**src/rtl/clk_div_pkg.sv**
```systemverilog
// rtl/clk_div_pkg.sv - shared constants and helpers for the programmable clock divider
package clk_div_pkg;

    localparam int DEF_WIDTH = 8;
    localparam int MIN_RATIO = 2;

    // Length of the high phase, in source cycles, for ratio n.
    function automatic logic [31:0] half(input logic [31:0] n);
        return n >> 1;
    endfunction

endpackage

```
**src/rtl/clk_div_odd_ext.sv**
```systemverilog
// rtl/clk_div_odd_ext.sv - half-cycle extension of the divided clock high phase for odd ratios
module clk_div_odd_ext (
    input  logic i_clk,
    input  logic i_rst,
    input  logic i_clk_en,
    input  logic i_odd,
    input  logic i_clk_rise,
    output logic o_clk
);

    logic neg_q;

    // Captures the rising-edge clock on the falling edge, so the OR below
    // keeps o_clk high for an extra half source cycle after each fall.
    always_ff @(negedge i_clk) begin
        if (i_rst) begin
            neg_q <= 1'b0;
        end else if (i_clk_en) begin
            neg_q <= i_clk_rise;
        end
    end

    assign o_clk = i_clk_rise | (neg_q & i_odd);

endmodule

```
**src/rtl/clk_div_prog.sv**
```systemverilog
// rtl/clk_div_prog.sv - runtime-programmable integer clock divider with glitch-free ratio updates
module clk_div_prog
    import clk_div_pkg::*;
#(
    parameter int WIDTH         = DEF_WIDTH,
    parameter int DEFAULT_RATIO = 8,
    parameter int ODD_50        = 1
) (
    input  logic             i_clk,
    input  logic             i_rst,
    input  logic             i_clk_en,
    input  logic [WIDTH-1:0] i_ratio,
    input  logic             i_ratio_vld,
    output logic             o_ratio_ack,
    output logic             o_ratio_err,
    output logic [WIDTH-1:0] o_ratio_cur,
    output logic             o_clk,
    output logic             o_tick
);

    localparam logic [WIDTH-1:0] DEF_R = WIDTH'(DEFAULT_RATIO);

    if (DEFAULT_RATIO < MIN_RATIO || DEFAULT_RATIO > (2**WIDTH) - 1) begin : g_bad_default
        $error("clk_div_prog: DEFAULT_RATIO out of range");
    end

    logic [WIDTH-1:0] cnt_q;
    logic [WIDTH-1:0] ratio_q;
    logic [WIDTH-1:0] ratio_sel;
    logic [WIDTH-1:0] half_sel;
    logic [WIDTH-1:0] cnt_nxt;
    logic             boundary;
    logic             req_ok;
    logic             clk_q;
    logic             tick_q;
    logic             ack_q;
    logic             err_q;
    logic             run_q;

    // A counter value of zero on an enabled edge marks a period boundary;
    // an accepted ratio already governs the period that starts there.
    always_comb begin
        boundary  = i_clk_en && (cnt_q == '0);
        req_ok    = i_ratio >= WIDTH'(MIN_RATIO);
        ratio_sel = ratio_q;
        if (boundary && i_ratio_vld && req_ok) begin
            ratio_sel = i_ratio;
        end
        half_sel = WIDTH'(half(32'(ratio_sel)));
        cnt_nxt  = (cnt_q == ratio_sel - 1'b1) ? '0 : cnt_q + 1'b1;
    end

    always_ff @(posedge i_clk) begin
        if (i_rst) begin
            cnt_q   <= '0;
            ratio_q <= DEF_R;
            clk_q   <= 1'b0;
            tick_q  <= 1'b0;
            ack_q   <= 1'b0;
            err_q   <= 1'b0;
            run_q   <= 1'b0;
        end else begin
            tick_q <= 1'b0;
            ack_q  <= 1'b0;
            err_q  <= 1'b0;
            run_q  <= 1'b1;
            if (i_clk_en) begin
                cnt_q   <= cnt_nxt;
                ratio_q <= ratio_sel;
                clk_q   <= cnt_q < half_sel;
                tick_q  <= boundary;
                if (boundary && i_ratio_vld) begin
                    ack_q <= 1'b1;
                    err_q <= !req_ok;
                end
            end
        end
    end

    // run_q masks a stale extension in the half cycle after a reset edge.
    if (ODD_50 != 0) begin : g_odd
        clk_div_odd_ext u_odd_ext (
            .i_clk      (i_clk),
            .i_rst      (i_rst),
            .i_clk_en   (i_clk_en),
            .i_odd      (ratio_q[0] & run_q),
            .i_clk_rise (clk_q),
            .o_clk      (o_clk)
        );
    end else begin : g_even
        assign o_clk = clk_q;
    end

    assign o_tick      = tick_q;
    assign o_ratio_ack = ack_q;
    assign o_ratio_err = err_q;
    assign o_ratio_cur = ratio_q;

endmodule

```
**config.mk**
```make
export PLATFORM = sky130hd
export DESIGN_NAME = clk_div_prog
export DESIGN_NICKNAME = d
export VERILOG_FILES = /design/src/rtl/clk_div_pkg.sv /design/src/rtl/clk_div_odd_ext.sv /design/src/rtl/clk_div_prog.sv
export SDC_FILE = /design/constraint.sdc
export NUM_CORES = 1
export LEC_CHECK = 0
export ABC_AREA = 1
export CAP_MARGIN = 20
export CORE_ASPECT_RATIO = 1.5
export CORE_MARGIN = 3
export CORE_UTILIZATION = 49
export CTS_CLUSTER_SIZE = 8
export DETAILED_ROUTE_END_ITERATION = 8
export HOLD_SLACK_MARGIN = 0.15
export PLACE_DENSITY = 0.86
export SLEW_MARGIN = 20
export SYNTH_ARGS = -nofsm -noshare
export SYNTH_HDL_FRONTEND = slang
export SYNTH_HIERARCHICAL = 1
export SYNTH_SLANG_ARGS = --single-unit
```
**constraint.sdc**
```tcl
create_clock -name i_clk -period 2.51 [get_ports i_clk]
set_clock_uncertainty 0.05 [all_clocks]
set_input_delay 0.251 -clock i_clk [delete_from_list [all_inputs] [get_ports i_clk]]
set_output_delay 0.251 -clock i_clk [all_outputs]
set_load 0.01 [all_outputs]
```
==> results by stage, run 1 <==
Power and ir drop:
- Power spread over the standard cell area amounts to 470 nW/µm².
- Sequential cells account for 33.2% of the total power.
- The internal portion of total power is 0.705 mW.
- The analysis attributes to net switching a power of 0.440 mW.
- Of the total power, the clock network draws 20.8%.
- The relative contribution of combinational cells to total power is 46.0%.
- Net switching is 38.5% of the power.
- IR analysis of the VDD net gives a maximum drop of 0.405 mV.
- The leakage power summed over all cells is 1.18 nW.

Clocking:
- The CTS tree is built.
- The insertion delay to the later sink of the worst-skew pair is 0.27 ns.
- Buffers inserted to repair hold after CTS numbered 0.
- The number of buffers on the longest clock path is 2.
- The CTS root buffer is sky130_fd_sc_hd__clkbuf_8.
- The sink count of the clock tree is 22.
- The total CTS buffers is 3.
- After clock tree synthesis, the clock-pin slew on the worst setup and hold paths is 0.09 ns.
- The number of H-tree levels is 1.

Timing:
- The pin slew with the least headroom to its limit is 0.547 ns.
- The final worst slack is -0.0331 ns.
- Setup repair after global routing could not meet its margin everywhere.
- The smallest clock period supported by the final layout is computed as 2.54 ns.
- The final max-slew violation count was 0.
- The remaining max-slew budget at the tightest pin is 63.2%.
- The period utilization is 101%.
- Derived from the worst setup path, the maximum achievable clock frequency is 393 MHz.
- The number of hold violations in the final report came to 0.
- The setup TNS is -0.166 ns.
- Setup violations remaining at the end of the flow were counted as 8.

Yosys:
- The synthesized design contains 0 enable-type register cells.
- The synthesized design spends more area on one cell type than any other, namely sky130_fd_sc_hd__dfxtp_1.
- During synthesis, Yosys emitted a total of 6 warnings.
- The average instance in the mapped netlist occupies 6.93 µm².
- The post-synthesis net count is 266.
- The post-synth design cell area is 1700 µm².
- Of the synthesized area, sequential elements account for 26.0%.
- The netlist uses 30 different library cells.
- The synthesized instance count is 245.
- In the synthesized netlist the dominant register cell turns out to be sky130_fd_sc_hd__dfxtp_1.
- The number of synthesized register bits is 22.
- The share of synthesized registers carrying an async set or reset is 0%.
- The synthesized design devotes to its leading area cell type 26.0% of total area.
- After synthesis, the cell types taking the most area are sky130_fd_sc_hd__dfxtp_1, sky130_fd_sc_hd__nand2_1, sky130_fd_sc_hd__inv_1.

Drt:
- Once detail routing completed, the nets flagged for antenna violations numbered 0.
- Dividing the detail-routed via count by the number of cells gives 5.62.
- The routed length per placed instance is 16.8 µm.
- In this run, the number of DRC markers left after iteration 0 of detailed routing was 83.
- In the routed design, unresolved DRC markers number 0.
- The total iterations of the first detailed-routing run is 5.
- The via count of the routed design is 1927.
- The total routed wirelength is 5760 µm.

Floorplanning:
- The floorplan has 25 rows.
- The total area inside the core boundary comes to 3220 µm².
- The number of I/O pins is 24.
- The die is 78.1 µm tall.
- The die footprint is 4220 µm².
- In this run the horizontal extent of the chip is 54.0 µm.
- Once the floorplan was initialized, standard cells occupied 52.7% of the core.

Cells and area:
- The layout net count is 325.
- The number of fillers in the final layout is 212.
- For this run, the share of the core covered by cells in the final layout is 75.7%.
- The finished layout holds 343 standard cells, fillers aside.
- 0 antenna diodes ended up in the layout.
- The area growth from synthesis to layout is 43.7%.
- The post-route netlist has 34.3% of its cells at a drive strength greater than 1.

Critical path:
- Of all nets on the critical path, the largest fanout is 8.
- The capture point of the worst reg-to-reg path is cnt_q[7]$_SDFFE_PP0P_.
- The kind of start point of the critical path is a register.
- Data on the critical path arrives at its endpoint at 2.66 ns.
- The category of the most critical setup path is register to register.
- The number of cell instances on the worst register-to-register path is 20.
- The critical path starts at cnt_q[1]$_SDFFE_PP0P_.
- For the worst setup path, the data required time is 2.63 ns.
- The capturing element of the worst setup path is cnt_q[7]$_SDFFE_PP0P_.
- The critical path capture point type is a register.
- For flop-to-flop paths, the worst setup slack is -0.03 ns.
- In this run the critical register-to-register path is launched from cnt_q[1]$_SDFFE_PP0P_.

Global routing:
- The global-route total usage across every layer is 24.0%.
- The via count of the first global-routing pass is 1753.
- After global routing the overflow that remains totals 0.
- Entering global routing, the biggest net connects 18 pins.
- The wire length of the first global-routing pass is 7710 µm.
- The initial antenna violation count is 0.

Hold path:
- The path category of the worst min-delay check is register to register.
- The startpoint identified for the worst hold timing path is g_odd.u_odd_ext/neg_q$_SDFFE_NP0P_.
- The count of cells along the worst hold path is 2.

Status:
- The run finished, with violations left.
- The checks that failed: negative setup slack.

Placed design:
- Routability-driven placement finished with a final weighted congestion of 0.958.
- The number of buffers inserted by port buffering is 23.
- Detailed placement ended at an HPWL of 3630 µm.
- Counting tap cells, the placed design contains a total of 334 instances.

Flow run:
- The number of maximum-capacitance violations is 0.
## power groups by stage
stage / logic (mW) / clock network [mW] / registers (mW)
2_1_floorplan: 0.249 / 0.00499 / 0.393
3_3_place_gp: 0.392 / 0.00499 / 0.385
3_5_place_dp: 0.407 / 0.00499 / 0.386
4_1_cts: 0.412 / 0.236 / 0.378
5_1_grt: 0.569 / 0.255 / 0.382
6_report: 0.527 / 0.238 / 0.380
## layer usage
layer,track usage (%),wire length (µm),vias up
li1,-,-,887
met1,25.3,2010,889
met2,43.1,3110,117
met3,2.28,294,34
met4,14.2,347,0
met5,0,0,-
## layout make-up
cell class                      instances  area (µm²)  area share (%)
Clock buffer                            3        41.3            1.69
Inverter                               45         171            7.03
Clock inverter                          2        7.51           0.308
Timing Repair Buffer                   60         514            21.1
Sequential cell                        22         443            18.2
Tap cell                               40        50.0            2.05
Multi-Input combinational cell        171        1210            49.6
## registers in the layout (all words and copies together), names as in the netlist
signal	cells
run_q	1
o_ratio_ack	1
o_ratio_cur	8
cnt_q	8
clk_q	1
g_odd.u_odd_ext/neg_q	1
o_tick	1
o_ratio_err	1
## cells in the final DEF, fill, tap and decap left out, drive strengths merged
master / netlist / layout
nand2: 78 / 78
a2111oi: 1 / 1
clkbuf: 3 / 3
ha: 9 / 9
dfxtp: 22 / 22
nand4: 14 / 14
clkinv: 0 / 1
a21oi: 7 / 7
xor2: 3 / 3
clkdlybuf4s50: 0 / 22
inv: 46 / 46
nand3b: 1 / 1
nor2: 28 / 28
o21ai: 1 / 1
nor4: 2 / 2
xnor2: 1 / 1
nor3: 4 / 4
nand3: 22 / 22
buf: 3 / 38
## logic make-up after synthesis
group           after synthesis  share of synthesized area, %
flops                        22                          26.0
xor+xnor                      4                          2.07
simple gates                149                          48.9
buf+inv                      52                          13.6
compound gates                9                          2.88
fa+ha+maj                     9                          6.64
## worst min-delay path by stage
stage                                                     to  slack, ns
after floorplan                        cnt_q[0]$_SDFFE_PP0P_       0.36
after global placement    g_odd.u_odd_ext/neg_q$_SDFFE_NP0P_       0.42
after detailed placement  g_odd.u_odd_ext/neg_q$_SDFFE_NP0P_       0.44
after CTS                 g_odd.u_odd_ext/neg_q$_SDFFE_NP0P_       0.45
after global routing      g_odd.u_odd_ext/neg_q$_SDFFE_NP0P_       0.47
final                     g_odd.u_odd_ext/neg_q$_SDFFE_NP0P_       0.45
## cell usage after synthesis (4+ instances only)
master                    count
sky130_fd_sc_hd__inv_1       43
sky130_fd_sc_hd__nor2_1      19
sky130_fd_sc_hd__nor2_2       5
sky130_fd_sc_hd__nand2_2      6
sky130_fd_sc_hd__nand3_1     19
sky130_fd_sc_hd__nand2_4      7
sky130_fd_sc_hd__nand2_1     65
sky130_fd_sc_hd__dfxtp_1     22
sky130_fd_sc_hd__ha_1         9
sky130_fd_sc_hd__nand4_1      7
sky130_fd_sc_hd__nand4_2      6
sky130_fd_sc_hd__nor3_1       4
sky130_fd_sc_hd__a21oi_1      7
## metrics by stage
| step | setup WS (ns) | hold WS (ns) | power [mW] | cell area, µm² |
|---|---|---|---|---|
| floorplan | 0.0522 | 0.364 | 0.647 | 1700 |
| global placement | -0.162 | 0.425 | 0.782 | 2160 |
| detailed placement | -0.246 | 0.439 | 0.798 | 2160 |
| CTS | 0.0193 | 0.450 | 1.03 | 2210 |
| global route | -0.145 | 0.472 | 1.21 | 2440 |
| finish | -0.0331 | 0.450 | 1.15 | 2440 |
## repair_timing
item | CTS | global route
pin swaps | 0 | 24
setup buffers | 0 | 5
resized for setup | 7 | 45
setup endpoints to repair | 9 | 9
cloned | 0 | 0
endpoints found under the hold margin | 0 | 0
## worst max-delay path, stage by stage, from the launching register on
cell                      delay (ns)
sky130_fd_sc_hd__dfxtp_2        0.33
sky130_fd_sc_hd__inv_2          0.08
sky130_fd_sc_hd__ha_4           0.13
sky130_fd_sc_hd__inv_2          0.04
sky130_fd_sc_hd__nor2_4         0.12
sky130_fd_sc_hd__nand2_4        0.09
sky130_fd_sc_hd__nor2_8         0.18
sky130_fd_sc_hd__nand3_4        0.14
sky130_fd_sc_hd__buf_6          0.16
sky130_fd_sc_hd__nand2_4        0.08
sky130_fd_sc_hd__nand2_8        0.09
sky130_fd_sc_hd__nand3_4        0.11
sky130_fd_sc_hd__inv_1          0.06
sky130_fd_sc_hd__nand2_1        0.05
sky130_fd_sc_hd__nand2_1        0.04
sky130_fd_sc_hd__nand2_1        0.13
sky130_fd_sc_hd__nand2_1        0.10
sky130_fd_sc_hd__nor2_2         0.16
sky130_fd_sc_hd__nand3_4        0.14
sky130_fd_sc_hd__nand2_4        0.11
sky130_fd_sc_hd__nor2_2         0.04
Power figures use the tool's default switching activity.
==> run 2: changes to the inputs <==
CAP_MARGIN = 15   (was 20)
==> results of run 2 <==
The final DEF is identical to that of run 1; final timing and power are the same.
